[config.mk]
export PLATFORM = sky130hd
export DESIGN_NAME = uart_transmitter
export DESIGN_NICKNAME = d
export VERILOG_FILES = /design/src/rtl/uart_transmitter.sv
export SDC_FILE = /design/constraint.sdc
export NUM_CORES = 1
export LEC_CHECK = 0
export BUFFER_PORTS_ARGS = -buffer_cell sky130_fd_sc_hd__buf_2
export CORE_ASPECT_RATIO = 0.6
export CORE_MARGIN = 4
export CORE_UTILIZATION = 55
export CTS_CLUSTER_SIZE = 8
export DETAILED_ROUTE_END_ITERATION = 10
export PLACE_DENSITY = 0.74
export SYNTH_ARGS = -nofsm -noshare
export SYNTH_HDL_FRONTEND = slang
export SYNTH_SLANG_ARGS = --single-unit
export TNS_END_PERCENT = 30
[constraint.sdc]
create_clock -name Clk_100M -period 2.55 [get_ports Clk_100M]
set_input_delay 0 -clock Clk_100M [delete_from_list [all_inputs] [get_ports Clk_100M]]
set_output_delay 0 -clock Clk_100M [all_outputs]
set_load 0.005 [all_outputs]
[src/rtl/uart_transmitter.sv]
// -----------------------------------------------------------------------------
// uart_transmitter
// 8N1 UART transmitter. Serialises one byte per accepted Send onto Tx, LSB
// first, with each bit held for Full clock cycles.
// Optional feature macro: UART_TX_PARITY_EN
//   When defined, an even-parity bit follows the data bits (8E1).
// All outputs are registered. Reset is asynchronous and active-high; it
// forces Tx high and aborts any frame in flight without a Done pulse.
// -----------------------------------------------------------------------------
module uart_transmitter #(
  parameter int             N    = 14,
  parameter logic [N-1:0]   Full = 14'd10417
) (
  input  logic       Clk_100M,
  input  logic       Reset,
  input  logic [7:0] Data,
  input  logic       Send,
  output logic       Busy,
  output logic       Done,
  output logic       Tx
);

  localparam logic [N-1:0] ONE_C  = {{(N-1){1'b0}}, 1'b1};
  localparam logic [N-1:0] ZERO_C = {N{1'b0}};
  localparam logic [N-1:0] LAST_C = Full - ONE_C;

`ifdef UART_TX_PARITY_EN
  typedef enum logic [2:0] {
    IDLE   = 3'd0,
    START  = 3'd1,
    DATA   = 3'd2,
    PARITY = 3'd3,
    STOP   = 3'd4
  } state_t;
`else
  typedef enum logic [2:0] {
    IDLE   = 3'd0,
    START  = 3'd1,
    DATA   = 3'd2,
    STOP   = 3'd4
  } state_t;
`endif

  // Even parity: the bit that makes the total count of ones even.
  function automatic logic even_parity(input logic [7:0] d);
    return ^d;
  endfunction

  state_t       state_r, state_s;
  logic [N-1:0] cnt_r,   cnt_s;
  logic [2:0]   idx_r,   idx_s;
  logic [7:0]   shift_r, shift_s;
  logic         tx_r,    tx_s;
  logic         busy_r,  busy_s;
  logic         done_r,  done_s;
  logic         cnt_last_s;
`ifdef UART_TX_PARITY_EN
  logic         par_r,   par_s;
`endif

  assign Tx   = tx_r;
  assign Busy = busy_r;
  assign Done = done_r;

  // Compare is N bits wide so Full is effectively truncated to N bits.
  assign cnt_last_s = (cnt_r == LAST_C);

  // Next-state and next-output logic for the frame sequencer.
  always_comb begin
    state_s = state_r;
    cnt_s   = cnt_r;
    idx_s   = idx_r;
    shift_s = shift_r;
    tx_s    = tx_r;
    busy_s  = busy_r;
    done_s  = 1'b0;
`ifdef UART_TX_PARITY_EN
    par_s   = par_r;
`endif
    case (state_r)
      IDLE: begin
        cnt_s = ZERO_C;
        if (Send) begin
          // Byte (and its parity) is captured here; the Data port is
          // ignored for the rest of the frame.
          shift_s = Data;
`ifdef UART_TX_PARITY_EN
          par_s   = even_parity(Data);
`endif
          tx_s    = 1'b0;
          busy_s  = 1'b1;
          state_s = START;
        end else begin
          tx_s    = 1'b1;
          busy_s  = 1'b0;
        end
      end
      START: begin
        if (cnt_last_s) begin
          cnt_s   = ZERO_C;
          tx_s    = shift_r[0];
          idx_s   = 3'd0;
          state_s = DATA;
        end else begin
          cnt_s   = cnt_r + ONE_C;
        end
      end
      DATA: begin
        if (cnt_last_s) begin
          cnt_s = ZERO_C;
          if (idx_r != 3'd7) begin
            shift_s = {1'b0, shift_r[7:1]};
            tx_s    = shift_r[1];
            idx_s   = idx_r + 3'd1;
          end else begin
`ifdef UART_TX_PARITY_EN
            tx_s    = par_r;
            state_s = PARITY;
`else
            tx_s    = 1'b1;
            state_s = STOP;
`endif
          end
        end else begin
          cnt_s = cnt_r + ONE_C;
        end
      end
`ifdef UART_TX_PARITY_EN
      PARITY: begin
        if (cnt_last_s) begin
          cnt_s   = ZERO_C;
          tx_s    = 1'b1;
          state_s = STOP;
        end else begin
          cnt_s   = cnt_r + ONE_C;
        end
      end
`endif
      STOP: begin
        if (cnt_last_s) begin
          // Busy drops for the Done cycle, letting a held Send restart
          // on the very next edge with no extra idle time.
          cnt_s   = ZERO_C;
          tx_s    = 1'b1;
          busy_s  = 1'b0;
          done_s  = 1'b1;
          state_s = IDLE;
        end else begin
          cnt_s   = cnt_r + ONE_C;
        end
      end
      default: begin
        state_s = IDLE;
        cnt_s   = ZERO_C;
        idx_s   = 3'd0;
        tx_s    = 1'b1;
        busy_s  = 1'b0;
      end
    endcase
  end

  // State and registered outputs; async reset returns the line to idle.
  always_ff @(posedge Clk_100M or posedge Reset) begin
    if (Reset) begin
      state_r <= IDLE;
      cnt_r   <= ZERO_C;
      idx_r   <= 3'd0;
      shift_r <= 8'h00;
      tx_r    <= 1'b1;
      busy_r  <= 1'b0;
      done_r  <= 1'b0;
`ifdef UART_TX_PARITY_EN
      par_r   <= 1'b0;
`endif
    end else begin
      state_r <= state_s;
      cnt_r   <= cnt_s;
      idx_r   <= idx_s;
      shift_r <= shift_s;
      tx_r    <= tx_s;
      busy_r  <= busy_s;
      done_r  <= done_s;
`ifdef UART_TX_PARITY_EN
      par_r   <= par_s;
`endif
    end
  end

endmodule

==> results.ini <==
[timing]
setup_viol = 0
fin_crit_sh_pct = 86.2
finalCriticalPeriod_ps = 2200
fmax_mhz = 455
finalClockSkew_ps = 6.07
setup_tns_ps = 0
report.final.slew_viol_count = 0
slew_headroom_pct = 55.1
hold_viol_final = 0
worst_pin_slew_ps = 671
rsz0062_at_grt = no

[placement]
placedCellCount = 213
place_hpwl_um = 2440
gp_congestion = 0.841
io_buffers = 13

[floorplan]
ios = 14
fp.dieArea_sq_um = 3980
die_x_um = 78.8
start_util_pct = 57.6
core_area_sq_um = 2870
die_h_um = 50.5
row_count = 15

[worst_setup_path]
cp_cell_sequence = or4b_4 -> or4_4 -> o211ai_4 -> buf_4 -> nor2_1
critical_path_class = flip-flop to flip-flop
cp-end-kind = flip-flop
crit_required_ps = 2710
crit_slowest_cell = or4_4
critPathMaxStageDelay_ps = 630
r2r_cells = 5
cp-start-kind = flip-flop
arrival_ps = 2360
worstPathMaxFanout = 12

[cts]
clkLatencyLatePin_ps = 280
clkTransAtPathRegs_ps = 70
root_buffer = clkbuf_8
clkSinkCount = 31
clockBufferDepth = 2
tritoncts = built
cts.htree.levels = 2
cts_made_buffers = 5

[detailed_routing]
wl_um = 3420
drt-pass1-iter-count = 4
dr_total_vias = 1240
wl_per_cell_um = 15.4
drtAntennaViolNets = 0
drtIter0Drc = 116
drc_errors = 0
vias_per_cell = 5.59

[logic_synthesis]
synthesis.area_sq_um = 1650
ys_seq_area_share_pct = 47.0
syn_avg_cell_area_sq_um = 10.3
syn_nets = 175
synth_async_sr_flop_share_pct = 100
ys.flop_type = dfrtp_1
synth_edf_count = 0
ys_types = 38
synth-warning-count = 0
ys_ff_latch = 31
syn_inst = 160

[finish]
drive_gt1_share_pct = 21.7
area_delta_synth_final_pct = 12.1
utilization_pct = 64.6
num_antenna_cells = 0
instances_no_fill = 222
nets = 194

[pwr]
p_per_area_nw_per_um2 = 478
max-vdd-ir-drop_uv = 335
p_leak_nw = 0.880

[global_routing]
grt_pass1_vias = 1256
grt-ovfl-total = 0
grt_max_degree = 32
antenna_found_initial = 0
grtUsageTotal_pct = 19.9
grt_first_pass_wirelength_um = 5990

[status]
status = finished, final reports clean

[flow_run]
cap_violations = 0

[min_path]
min_path_type = primary input to flip-flop
holdPathStages = 3

## path summary, 6_finish.rpt
path	start	to	slack, ps
max in group asynchronous	Reset	Tx$_DFFE_PP1P_	1900
hold / removal	Data[7]	shift_r[7]$_DFFE_PP0P_	8
setup reg to reg	cnt_r[9]$_DFF_PP0_	cnt_r[6]$_DFF_PP0_	350
hold reg to reg	shift_r[6]$_DFFE_PP0P_	shift_r[6]$_DFFE_PP0P_	510
min in group asynchronous	Reset	cnt_r[7]$_DFF_PP0_	330
setup / recovery	cnt_r[9]$_DFF_PP0_	cnt_r[6]$_DFF_PP0_	350
## layout by cell type (no fill, tap or decap), types with 2 or more instances in the layout
master,Yosys,final
dfrtp_1,30,30
nor2_1,25,25
buf_2,0,13
xnor2_1,11,11
inv_1,10,10
nand3_1,7,7
a2bb2oi_1,7,7
o22a_1,7,7
a21oi_1,6,6
nand2_1,6,6
nor4_1,5,5
clkbuf_8,0,5
nor3_1,4,4
ha_1,4,4
buf_4,3,4
nand2b_1,3,3
clkinv_2,0,3
o21ai_0,2,2
xor2_1,2,2
mux2_2,2,2
nor2b_1,2,2
o22ai_1,2,2
a22o_2,2,2
nand4_1,2,2
## kinds of logic (layout without fill, tap and decap cells)
kind of cell / after synthesis / count (layout) / share of synthesized area [%]
adders and majority gates: 4 / 4 / 3.03
DFF: 31 / 31 / 47.0
AOI/OAI and AO/OA: 33 / 33 / 16.9
xor gates and xnor gates: 13 / 13 / 6.88
buffers and inverters: 16 / 36 / 4.77
and+or+nand+nor: 61 / 61 / 20.0
muxes: 2 / 2 / 1.36
## registers in the layout, summed over array words and instances (netlist names)
register  count
Busy          1
Done          1
Tx            1
cnt_r        14
idx_r         3
shift_r       8
state_r       3
## per-stage QoR
step	power, mW	hold WS, ps	worst slack, ps	cell area [sq um]
after global routing	0.919	39.7	278	1850
after CTS	0.896	4.07	355	1850
after detailed placement	0.527	91.4	356	1760
final	0.887	7.84	353	1850
after global placement	0.527	93.1	421	1760
after floorplan	0.515	103	416	1650
## layout make-up
class / count / area (sq um)
fillers: 243 / 1020
multi-input cells: 113 / 798
flip-flops and latches: 31 / 777
repair buffers: 18 / 105
clock buffers: 5 / 68.8
well taps: 42 / 52.6
inverters: 10 / 37.5
clock inverters: 3 / 15.0
## cells in the mapped netlist (3+ instances only)
cell / instances / area (sq um)
nand3_1: 7 / 35.0
o22a_1: 7 / 61.3
buf_4: 3 / 22.5
a2bb2oi_1: 7 / 61.3
nand2_1: 6 / 22.5
nand2b_1: 3 / 18.8
dfrtp_1: 30 / 751
xnor2_1: 11 / 96.3
ha_1: 4 / 50.1
nor3_1: 4 / 20.0
a21oi_1: 6 / 30.0
nor2_1: 25 / 93.8
inv_1: 10 / 37.5
nor4_1: 5 / 31.3
## power breakdown
part	internal (mW)	switching (mW)	total [mW]
Clock	0.186	0.182	0.369
Combinational	0.0127	0.0139	0.0267
Sequential	0.492	0	0.492
Total	0.691	0.196	0.887
## timing repair
action / 4_1_cts / 5_1_grt
hold buffers: 1 / 0
setup endpoints to repair: 0 / 0
resized for setup: 0 / 0
setup buffers: 0 / 0
endpoints found under the hold margin: 30 / 0
## worst max-delay path, delay by kind of cell, from the launching register on
kind                   cells  cell delay, ps
AOI/OAI and AO/OA          1             130
buffers and inverters      1             240
DFF                        1             440
and+or+nand+nor            3            1260
## per-layer routing
metal	share of wire, %	GRT usage, %
met1	50	28.5
met2	44	27.2
met3	5.2	7.89
met4	0.47	6.40
met5	0	0
Note: power is estimated with default switching activity, not from simulation.
